<file path="config.mk">
export PLATFORM = sky130hd
export DESIGN_NAME = rf_write_scheduler
export DESIGN_NICKNAME = d
export VERILOG_FILES = /design/src/rtl/rf_write_scheduler_pkg.sv /design/src/rtl/rf_write_scheduler_rr_pick2.sv /design/src/rtl/rf_write_scheduler.sv
export SDC_FILE = /design/constraint.sdc
export NUM_CORES = 1
export LEC_CHECK = 0
export ABC_AREA = 1
export CORE_MARGIN = 2
export CORE_UTILIZATION = 54
export CTS_CLUSTER_SIZE = 30
export DETAILED_ROUTE_END_ITERATION = 10
export HOLD_SLACK_MARGIN = 0.12
export PLACE_DENSITY = 0.95
export SYNTH_ARGS = -nofsm -noshare
export SYNTH_HDL_FRONTEND = slang
export SYNTH_SLANG_ARGS = --single-unit
</file>
<file path="constraint.sdc">
create_clock -name clk -period 10.1 [get_ports clk]
set_input_delay 1.01 -clock clk [delete_from_list [all_inputs] [get_ports clk]]
set_output_delay 1.01 -clock clk [all_outputs]
set_load 0.05 [all_outputs]
</file>
<file path="src/rtl/rf_write_scheduler_pkg.sv">
// Shared constants and rotating-priority helpers for the register-file write scheduler.
package rf_write_scheduler_pkg;

  localparam int DATA_WIDTH_DEF = 32;
  localparam int ADDR_WIDTH_DEF = 5;
  localparam int NUM_SRC_DEF    = 4;
  localparam int PTR_W          = 2;

  typedef logic [PTR_W-1:0] src_idx_t;

  // Index wraps naturally at the 2-bit width, giving modulo-4 rotation.
  function automatic src_idx_t rr_rot(input src_idx_t base, input int ofs);
    return base + src_idx_t'(ofs);
  endfunction

  function automatic src_idx_t rr_next(input src_idx_t idx);
    return rr_rot(idx, 1);
  endfunction

endpackage

</file>
<file path="src/rtl/rf_write_scheduler_rr_pick2.sv">
// Two-winner rotating-priority picker; the second winner must target a
// different address than the first so the storage never sees a same-address pair.
module rr_pick2
  import rf_write_scheduler_pkg::*;
#(
  parameter int NUM_SRC    = NUM_SRC_DEF,
  parameter int ADDR_WIDTH = ADDR_WIDTH_DEF
) (
  input  logic [NUM_SRC-1:0]                 req,
  input  src_idx_t                           ptr,
  input  logic [NUM_SRC-1:0][ADDR_WIDTH-1:0] addr,
  output logic [NUM_SRC-1:0]                 gnt1,
  output logic [NUM_SRC-1:0]                 gnt2,
  output logic                               vld1,
  output logic                               vld2,
  output src_idx_t                           idx1,
  output src_idx_t                           idx2
);

  logic [ADDR_WIDTH-1:0] addr1;
  src_idx_t              cand;

  always_comb begin
    gnt1  = '0;
    gnt2  = '0;
    vld1  = 1'b0;
    vld2  = 1'b0;
    idx1  = '0;
    idx2  = '0;
    addr1 = '0;
    cand  = '0;
    for (int k = 0; k < NUM_SRC; k++) begin
      cand = rr_rot(ptr, k);
      if (req[cand]) begin
        if (!vld1) begin
          vld1       = 1'b1;
          gnt1[cand] = 1'b1;
          idx1       = cand;
          addr1      = addr[cand];
        end else if (!vld2 && (addr[cand] != addr1)) begin
          vld2       = 1'b1;
          gnt2[cand] = 1'b1;
          idx2       = cand;
        end
      end
    end
  end

endmodule

</file>
<file path="src/rtl/rf_write_scheduler.sv">
// Writer-side front end: one-entry buffer per result source, up to two
// conflict-free register writes per cycle under round-robin priority.
module rf_write_scheduler
  import rf_write_scheduler_pkg::*;
#(
  parameter int DATA_WIDTH = DATA_WIDTH_DEF,
  parameter int ADDR_WIDTH = ADDR_WIDTH_DEF,
  parameter int NUM_SRC    = NUM_SRC_DEF
) (
  input  logic                           clk,
  input  logic                           rst,
  input  logic [NUM_SRC-1:0]             src_valid_i,
  output logic [NUM_SRC-1:0]             src_ready_o,
  input  logic [NUM_SRC*ADDR_WIDTH-1:0]  src_addr_i,
  input  logic [NUM_SRC*DATA_WIDTH-1:0]  src_data_i,
  output logic                           wr1_en_o,
  output logic [ADDR_WIDTH-1:0]          wr1_addr_o,
  output logic [DATA_WIDTH-1:0]          wr1_data_o,
  output logic                           wr2_en_o,
  output logic [ADDR_WIDTH-1:0]          wr2_addr_o,
  output logic [DATA_WIDTH-1:0]          wr2_data_o,
  output logic                           busy_o
);

  logic [NUM_SRC-1:0]                 held;
  logic [NUM_SRC-1:0]                 grant;
  logic [NUM_SRC-1:0]                 gnt1;
  logic [NUM_SRC-1:0]                 gnt2;
  logic [NUM_SRC-1:0]                 accept;
  logic [NUM_SRC-1:0][ADDR_WIDTH-1:0] haddr;
  logic [NUM_SRC-1:0][ADDR_WIDTH-1:0] in_addr;
  logic [NUM_SRC-1:0][DATA_WIDTH-1:0] hdata;
  logic [NUM_SRC-1:0][DATA_WIDTH-1:0] in_data;
  src_idx_t                           rr_ptr;
  src_idx_t                           idx1;
  src_idx_t                           idx2;
  logic                               vld1;
  logic                               vld2;

  assign in_addr = src_addr_i;
  assign in_data = src_data_i;

  rr_pick2 #(
    .NUM_SRC    (NUM_SRC),
    .ADDR_WIDTH (ADDR_WIDTH)
  ) u_pick (
    .req  (held),
    .ptr  (rr_ptr),
    .addr (haddr),
    .gnt1 (gnt1),
    .gnt2 (gnt2),
    .vld1 (vld1),
    .vld2 (vld2),
    .idx1 (idx1),
    .idx2 (idx2)
  );

  always_comb begin
    grant       = gnt1 | gnt2;
    src_ready_o = rst ? '1 : (~held | grant);
    accept      = '0;
    // A result for x0 is consumed at the handshake but never buffered.
    for (int s = 0; s < NUM_SRC; s++) begin
      accept[s] = src_valid_i[s] & src_ready_o[s] & (in_addr[s] != '0);
    end
    wr1_en_o   = vld1 & ~rst;
    wr2_en_o   = vld2 & ~rst;
    wr1_addr_o = wr1_en_o ? haddr[idx1] : '0;
    wr1_data_o = wr1_en_o ? hdata[idx1] : '0;
    wr2_addr_o = wr2_en_o ? haddr[idx2] : '0;
    wr2_data_o = wr2_en_o ? hdata[idx2] : '0;
    busy_o     = (|held) & ~rst;
  end

  // Buffer stage boundary: occupancy and priority pointer.
  always_ff @(posedge clk) begin
    if (rst) begin
      held   <= '0;
      rr_ptr <= '0;
    end else begin
      for (int s = 0; s < NUM_SRC; s++) begin
        if (accept[s]) begin
          held[s] <= 1'b1;
        end else if (grant[s] || (src_valid_i[s] && src_ready_o[s])) begin
          held[s] <= 1'b0;
        end
      end
      if (vld2) begin
        rr_ptr <= rr_next(idx2);
      end else if (vld1) begin
        rr_ptr <= rr_next(idx1);
      end
    end
  end

  always_ff @(posedge clk) begin
    for (int s = 0; s < NUM_SRC; s++) begin
      if (accept[s]) begin
        haddr[s] <= in_addr[s];
        hdata[s] <= in_data[s];
      end
    end
  end

endmodule

</file>
==> flow_summary.json, run 1 <==
{
  "status": "finished, final reports clean",
  "finalHoldViolCount": 0,
  "ys_warn_count": 0,
  "drc_errors": 0,
  "initial_core_util_pct": 55.1,
  "multiInputGateArea_um2": 3740,
  "crit_start": "rr_ptr[1]$_SDFFE_PP0P_",
  "r2r_setup_slack_ns": 4.99,
  "drt-total-wl_um": 30100,
  "cp_max_fo": 92,
  "cts_tree": "yes",
  "cts_setup_buffers": 0,
  "clk_pin_slew_worst_paths_ns": 0.07,
  "ioPinCount": 235,
  "nFillCells": 1193,
  "cp-end-kind": "output port",
  "crit_arrival_ns": 6.74,
  "grt_overflow": 0,
  "antenna_found_initial": 2,
  "rsz0062_at_grt": "false",
  "max_freq_mhz": 129,
  "syn_inst": 1057,
  "fin_nets": 1411,
  "grt_pass1_vias": 8416,
  "avgSynthCellArea_um2": 8.64,
  "core_area_um2": 16600,
  "grt_util_all_layers_pct": 32.8,
  "cts-resized-gates": 0,
  "synth_top_family_by_area": "compound AO/OA/AOI/OAI gates",
  "tightest_slew_ns": 1.20,
  "cp_num_buf_inv": 5,
  "die_area_um2": 18000,
  "drive_above_1_share_pct": 8.06,
  "clock-sinks": 154,
  "grt_pass1_wl_um": 45100,
  "hold_buffers": 0,
  "slew_violations": 0,
  "synth.largest_area_cell": "edfxtp_1",
  "synthTopCellsByArea": "edfxtp_1, nand2_1, a21oi_1, inv_1, o211ai_2",
  "h-tree-depth": 4,
  "ys_seq_area_share_pct": 50.0,
  "regArea_um2": 4560,
  "die_h_um": 134,
  "dp_hpwl_um": 20000,
  "final_area_um2": 12100,
  "synth_xor_area_share_pct": 0.288,
  "synth_cell_types": 36,
  "critPathRequiredTime_ns": 9.09,
  "die_w_um": 134,
  "cts-root-buf": "clkbuf_16",
  "place_area_um2": 11500,
  "synth_mux_area_share_pct": 0,
  "timing_worst_setup_path_type": "flip-flop to output port",
  "drtIter0Drc": 1016,
  "numCtsBuffers": 17,
  "clkLatencyLatePin_ns": 0.44,
  "startpoint_type": "flip-flop",
  "holdCritStartpoint": "rr_ptr[1]$_SDFFE_PP0P_",
  "maxCapViolations": 0,
  "synthSimpleGateAreaFrac_pct": 18.4,
  "clk_path_buf_depth": 2,
  "grt_start_max_net_pins": 93,
  "hp-class": "flip-flop to flip-flop",
  "tns_ns": 0,
  "vias": 8763,
  "io_buffers": 234,
  "ant_nets": 0,
  "synth_fp_nets": 1216,
  "fin_crit_ns": 7.75,
  "gp_congestion": 0.917,
  "slowest_delay_ns": 0.89,
  "timing.final.crit_share_pct": 76.7,
  "synth_seq_cells": 154,
  "path_delay_family": "simple AND/OR/NAND/NOR gates",
  "r2r_start": "rr_ptr[1]$_SDFFE_PP0P_",
  "layout_commonest_cell": "nand2_1",
  "setup_viol": 0,
  "synth_compound_area_share_pct": 21.0,
  "viasPerCell": 5.90,
  "crit_slowest_cell": "buf_4",
  "area_delta_synth_final_pct": 32.1,
  "path_cells": "inv_2 -> ha_1 -> inv_1 -> nand3_1 -> nand2_2 -> nand2_2 -> nor2_2 -> nand2_1 -> nand3b_1 -> nand2_1 -> inv_1 -> nand2_1 -> nor2_1 -> nor2_2 -> nand2_1 -> nand2_1 -> nand2_4 -> buf_4 -> nand2_1 -> o211ai_2 -> nand2_1 -> nor2_1 -> clkdlybuf4s50_1",
  "row_count": 47,
  "route.detailed.wl_per_inst_um": 20.2,
  "cpMostUsedCell": "nand2_1",
  "synth_adder_area_share_pct": 0.685,
  "yosys.area.top_type_share_pct": 48.7,
  "netlist_area_um2": 9130,
  "slew_headroom_pct": 19.7,
  "layout_common_cells": "nand2_1, clkdlybuf4s50_1, edfxtp_1, inv_1, a21oi_1",
  "firstDrtPassIters": 6,
  "fin_worst_skew_ns": 0.0132
}
[metrics by stage]
| stage | std cells | setup WS (ns) | hold slack (ns) | utilization, % |
|---|---|---|---|---|
| after floorplan | 1057 | 4.75 | 0.781 | - |
| after CTS | 1485 | 2.52 | 0.778 | 72.7 |
| after detailed placement | 1453 | 3.02 | 0.766 | 69.1 |
| after global placement | 1453 | 3.25 | 0.758 | 69.1 |
| after global routing | 1486 | 1.97 | 0.859 | 72.8 |
| final | 1486 | 2.35 | 0.803 | 72.8 |
[synthesized netlist by cell type]
master,count
nand2_1,241
edfxtp_1,148
inv_1,121
a21oi_1,91
nor2_1,87
o21ai_0,67
nor3_1,37
a211oi_1,33
o21bai_1,33
o211ai_2,32
clkbuf_1,28
nand3_1,25
o21ai_1,17
buf_2,15
buf_6,15
o211ai_1,7
buf_4,6
dfxtp_1,6
inv_2,6
nand2_2,6
ha_1,5
nor3b_1,4
or2_2,4
a221oi_1,3
buf_1,3
o31ai_1,3
nand3b_1,2
nor2_2,2
o21ai_2,2
xnor2_1,2
and2_1,1
nor2_4,1
o21a_1,1
o221ai_1,1
o311ai_0,1
xor2_1,1
[area by class of cell]
class,instances,share of cell area (%)
diodes,1,0.0207
clock buffers,17,3.53
clock inverters,15,1.45
inverters,127,3.95
multi-input cells,709,31.0
flip-flops and latches,154,37.8
well taps,220,2.28
repair buffers,243,20.0
[final timing paths]
kind / endpoint / cells after the start
worst min register to register: rr_ptr[1]$_SDFFE_PP0P_ / 2
worst max-delay path: wr2_data_o[10] / 23
worst max register to register: rr_ptr[1]$_SDFFE_PP0P_ / 23
worst min-delay path: rr_ptr[1]$_SDFFE_PP0P_ / 2
[cell families (layout without fill, tap and decap cells)]
kind of cell,count (synthesis),in the layout
other,0,1
buffers and inverters,194,402
AO/OA/AOI/OAI,291,291
adder cells (fa/ha/maj),5,5
AND/OR/NAND/NOR,410,410
XOR/XNOR,3,3
flip-flops,154,154
[state kept, by name, summed over array words and instances (netlist names)]
| name | cells |
|---|---|
| hdata | 128 |
| haddr | 20 |
| rr_ptr | 2 |
| held | 4 |
[per-layer routing]
metal | track usage (%) | vias to the layer above | share of wire (%)
li1 | - | 3999 | -
met1 | 41.0 | 4117 | 38
met2 | 56.4 | 558 | 50
met3 | 6.08 | 89 | 8.9
met4 | 13.5 | 0 | 3.6
met5 | 0 | - | 0
[worst reg2reg max path: cells and delay by family, from the launching register on]
| family | cells | cell delay [ns] |
|---|---|---|
| adder cells (fa/ha/maj) | 1 | 0.56 |
| buffers and inverters | 4 | 1.27 |
| AO/OA/AOI/OAI | 1 | 0.06 |
| AND/OR/NAND/NOR | 17 | 2.45 |
| flip-flops | 1 | 0.67 |
Power of run 1 is left out: the tool's default activity adds up to more than one toggle a clock period on the data nets, which glitch-free logic cannot reach.
==> run 2, diff against run 1 <==
--- a/config.mk
+++ b/config.mk
@@ -7,11 +7,11 @@
 export LEC_CHECK = 0
 export ABC_AREA = 1
 export CORE_MARGIN = 2
-export CORE_UTILIZATION = 54
+export CORE_UTILIZATION = 45
 export CTS_CLUSTER_SIZE = 30
 export DETAILED_ROUTE_END_ITERATION = 10
 export HOLD_SLACK_MARGIN = 0.12
-export PLACE_DENSITY = 0.95
+export PLACE_DENSITY = 0.85
 export SYNTH_ARGS = -nofsm -noshare
 export SYNTH_HDL_FRONTEND = slang
 export SYNTH_SLANG_ARGS = --single-unit
==> constraint.sdc (replaced) <==
create_clock -name clk -period 6.3 [get_ports clk]
set_input_delay 0.63 -clock clk [delete_from_list [all_inputs] [get_ports clk]]
set_output_delay 0.63 -clock clk [all_outputs]
set_load 0.05 [all_outputs]
==> flow_summary.json, run 2 (same netlist as run 1, synthesis figures left out) <==
{
  "min_to": "hdata[81]$_DFFE_PP_",
  "multiInputGateArea_um2": 3740,
  "r2r_setup_slack_ns": 1.73,
  "drt-total-wl_um": 27500,
  "route.detailed.wl_per_inst_um": 17.7,
  "path_cells": "inv_2 -> ha_1 -> inv_1 -> nand3_1 -> nand2_2 -> nand2_2 -> nor2_2 -> nand2_1 -> nand2_1 -> nand2_1 -> nand2_1 -> nand3_1 -> nor2_1 -> nor2_2 -> nand2_1 -> nand2_1 -> nand2_4 -> buf_4 -> buf_4 -> nand2_1 -> o211ai_2 -> nand2_1 -> nor2_1 -> buf_4",
  "cp_num_buf_inv": 5,
  "drc_errors": 0,
  "gr-usage-met3_pct": 5.03,
  "holdCritStartpoint": "src_data_i[81]",
  "nFillCells": 1652,
  "layout_common_cells": "nand2_1, clkdlybuf4s50_1, edfxtp_1, inv_1, a21oi_1",
  "grt_pass1_vias": 8359,
  "grt_start_max_net_pins": 60,
  "clkLatencyLatePin_ns": 0.43,
  "worstHoldPathCells": 1,
  "timing.hold.ws_ns": 0.753,
  "max_freq_mhz": 174,
  "dp_hpwl_um": 19100,
  "drtIter0Drc": 794,
  "r2r_start": "rr_ptr[1]$_SDFFE_PP0P_",
  "r2r_end": "hdata[30]$_DFFE_PP_",
  "reg2reg_depth": 20,
  "grt.busiest_layer": "met2",
  "row_count": 52,
  "path_delay_family": "simple AND/OR/NAND/NOR gates",
  "gp_congestion": 0.908,
  "slew_headroom_pct": 38.3,
  "die_w_um": 146,
  "die_area_um2": 21400,
  "largest-register": "hdata",
  "clock-sinks": 154,
  "setup_viol": 0,
  "slew_violations": 0,
  "core_area_um2": 20100,
  "io_buffers": 234,
  "ioPinCount": 235,
  "die_h_um": 146,
  "rsz0062_at_grt": "false",
  "viasPerCell": 5.41,
  "fin_nets": 1423,
  "cpMostUsedCell": "nand2_1",
  "startpoint_type": "flip-flop",
  "finalHoldViolCount": 0,
  "hp-class": "input pin to flip-flop",
  "ant_nets": 0,
  "cts_tree": "yes",
  "tns_ns": 0,
  "firstDrtPassIters": 6,
  "clk_path_buf_depth": 2,
  "cts-resized-gates": 0,
  "vias": 8385,
  "slowest_delay_ns": 0.41,
  "area_delta_synth_final_pct": 33.6,
  "h-tree-depth": 4,
  "largest_reg_flops": 128,
  "crit_arrival_ns": 5.13,
  "crit_slowest_cell": "nand2_4",
  "maxCapViolations": 0,
  "use_met1_pct": 31.0,
  "regArea_um2": 4560,
  "cp-end-kind": "output port",
  "antenna_found_initial": 2,
  "grt_overflow": 0,
  "layout_commonest_cell": "nand2_1",
  "grtUsageMet2_pct": 43.2,
  "fin_worst_skew_ns": 0.0174,
  "drive_above_1_share_pct": 10.5,
  "cts_setup_buffers": 0,
  "numCtsBuffers": 17,
  "fin_crit_ns": 5.76,
  "cp_max_fo": 46,
  "critPathRequiredTime_ns": 5.67,
  "hold_buffers": 0,
  "tightest_slew_ns": 0.923,
  "initial_core_util_pct": 45.4,
  "largestRegisters": "hdata x128, haddr x20, held x4",
  "cts-root-buf": "clkbuf_16",
  "final_util_pct": 60.7,
  "grt_pass1_wl_um": 42900,
  "grt_util_all_layers_pct": 25.5,
  "timing.final.crit_share_pct": 91.5,
  "status": "finished, final reports clean",
  "timing_worst_setup_path_type": "flip-flop to output port",
  "clk_pin_slew_worst_paths_ns": 0.08
}
[run 2: changes by cell type in the layout (fill, tap and decap cells not counted), sizes merged]
cell           change
clkdlybuf4s50     -20
clkinvlp           -2
buf               +32
diode              +1
inv                +2
[run 2: area by class of cell]
| type | instances | area share, % |
|---|---|---|
| Timing Repair Buffer | 255 | 20.3 |
| Clock buffer | 17 | 3.49 |
| Clock inverter | 15 | 1.43 |
| Antenna cell | 2 | 0.0410 |
| Tap cell | 270 | 2.77 |
| Sequential cell | 154 | 37.4 |
| Inverter | 127 | 3.91 |
| Multi-Input combinational cell | 709 | 30.7 |
[run 2: worst max path at each step]
stage	startpoint	to	slack (ns)	cells past startpoint
after floorplan	rr_ptr[1]$_SDFFE_PP0P_	haddr[10]$_DFFE_PP_	0.95	20
after global placement	rr_ptr[1]$_SDFFE_PP0P_	wr2_data_o[29]	1.13	24
after detailed placement	rr_ptr[1]$_SDFFE_PP0P_	wr2_data_o[29]	0.99	24
after CTS	rr_ptr[1]$_SDFFE_PP0P_	wr2_data_o[29]	0.52	24
after global routing	rr_ptr[1]$_SDFFE_PP0P_	wr2_data_o[29]	0.008	24
final	rr_ptr[1]$_SDFFE_PP0P_	wr2_data_o[29]	0.54	24
[run 2: stage by stage]
stage	cells	worst slack (ns)	area [um2]
detailed placement	1515	0.987	11600
floorplan	1057	0.953	9130
global placement	1515	1.13	11600
CTS	1547	0.524	12200
global route	1549	0.00795	12200
finish	1549	0.539	12200
[run 2: per-layer routing]
layer / routed length [um] / vias to the layer above / part of all wire (%)
li1: - / 4020 / -
met1: 11100 / 3933 / 40
met2: 13400 / 361 / 49
met3: 1780 / 71 / 6.5
met4: 1270 / 0 / 4.6
met5: 0 / - / 0
Power of run 2 is left out for the same reason.
==> run 3, diff against run 2 <==
--- a/config.mk
+++ b/config.mk
@@ -8,10 +8,12 @@
 export ABC_AREA = 1
 export CORE_MARGIN = 2
 export CORE_UTILIZATION = 45
+export CTS_CLUSTER_DIAMETER = 200
 export CTS_CLUSTER_SIZE = 30
 export DETAILED_ROUTE_END_ITERATION = 10
 export HOLD_SLACK_MARGIN = 0.12
 export PLACE_DENSITY = 0.85
+export SKIP_CTS_REPAIR_TIMING = 1
 export SYNTH_ARGS = -nofsm -noshare
 export SYNTH_HDL_FRONTEND = slang
 export SYNTH_SLANG_ARGS = --single-unit
==> results of run 3 <==
Final layout, timing and power as in run 2 (identical DEF).
Power of run 3 is left out for the same reason.
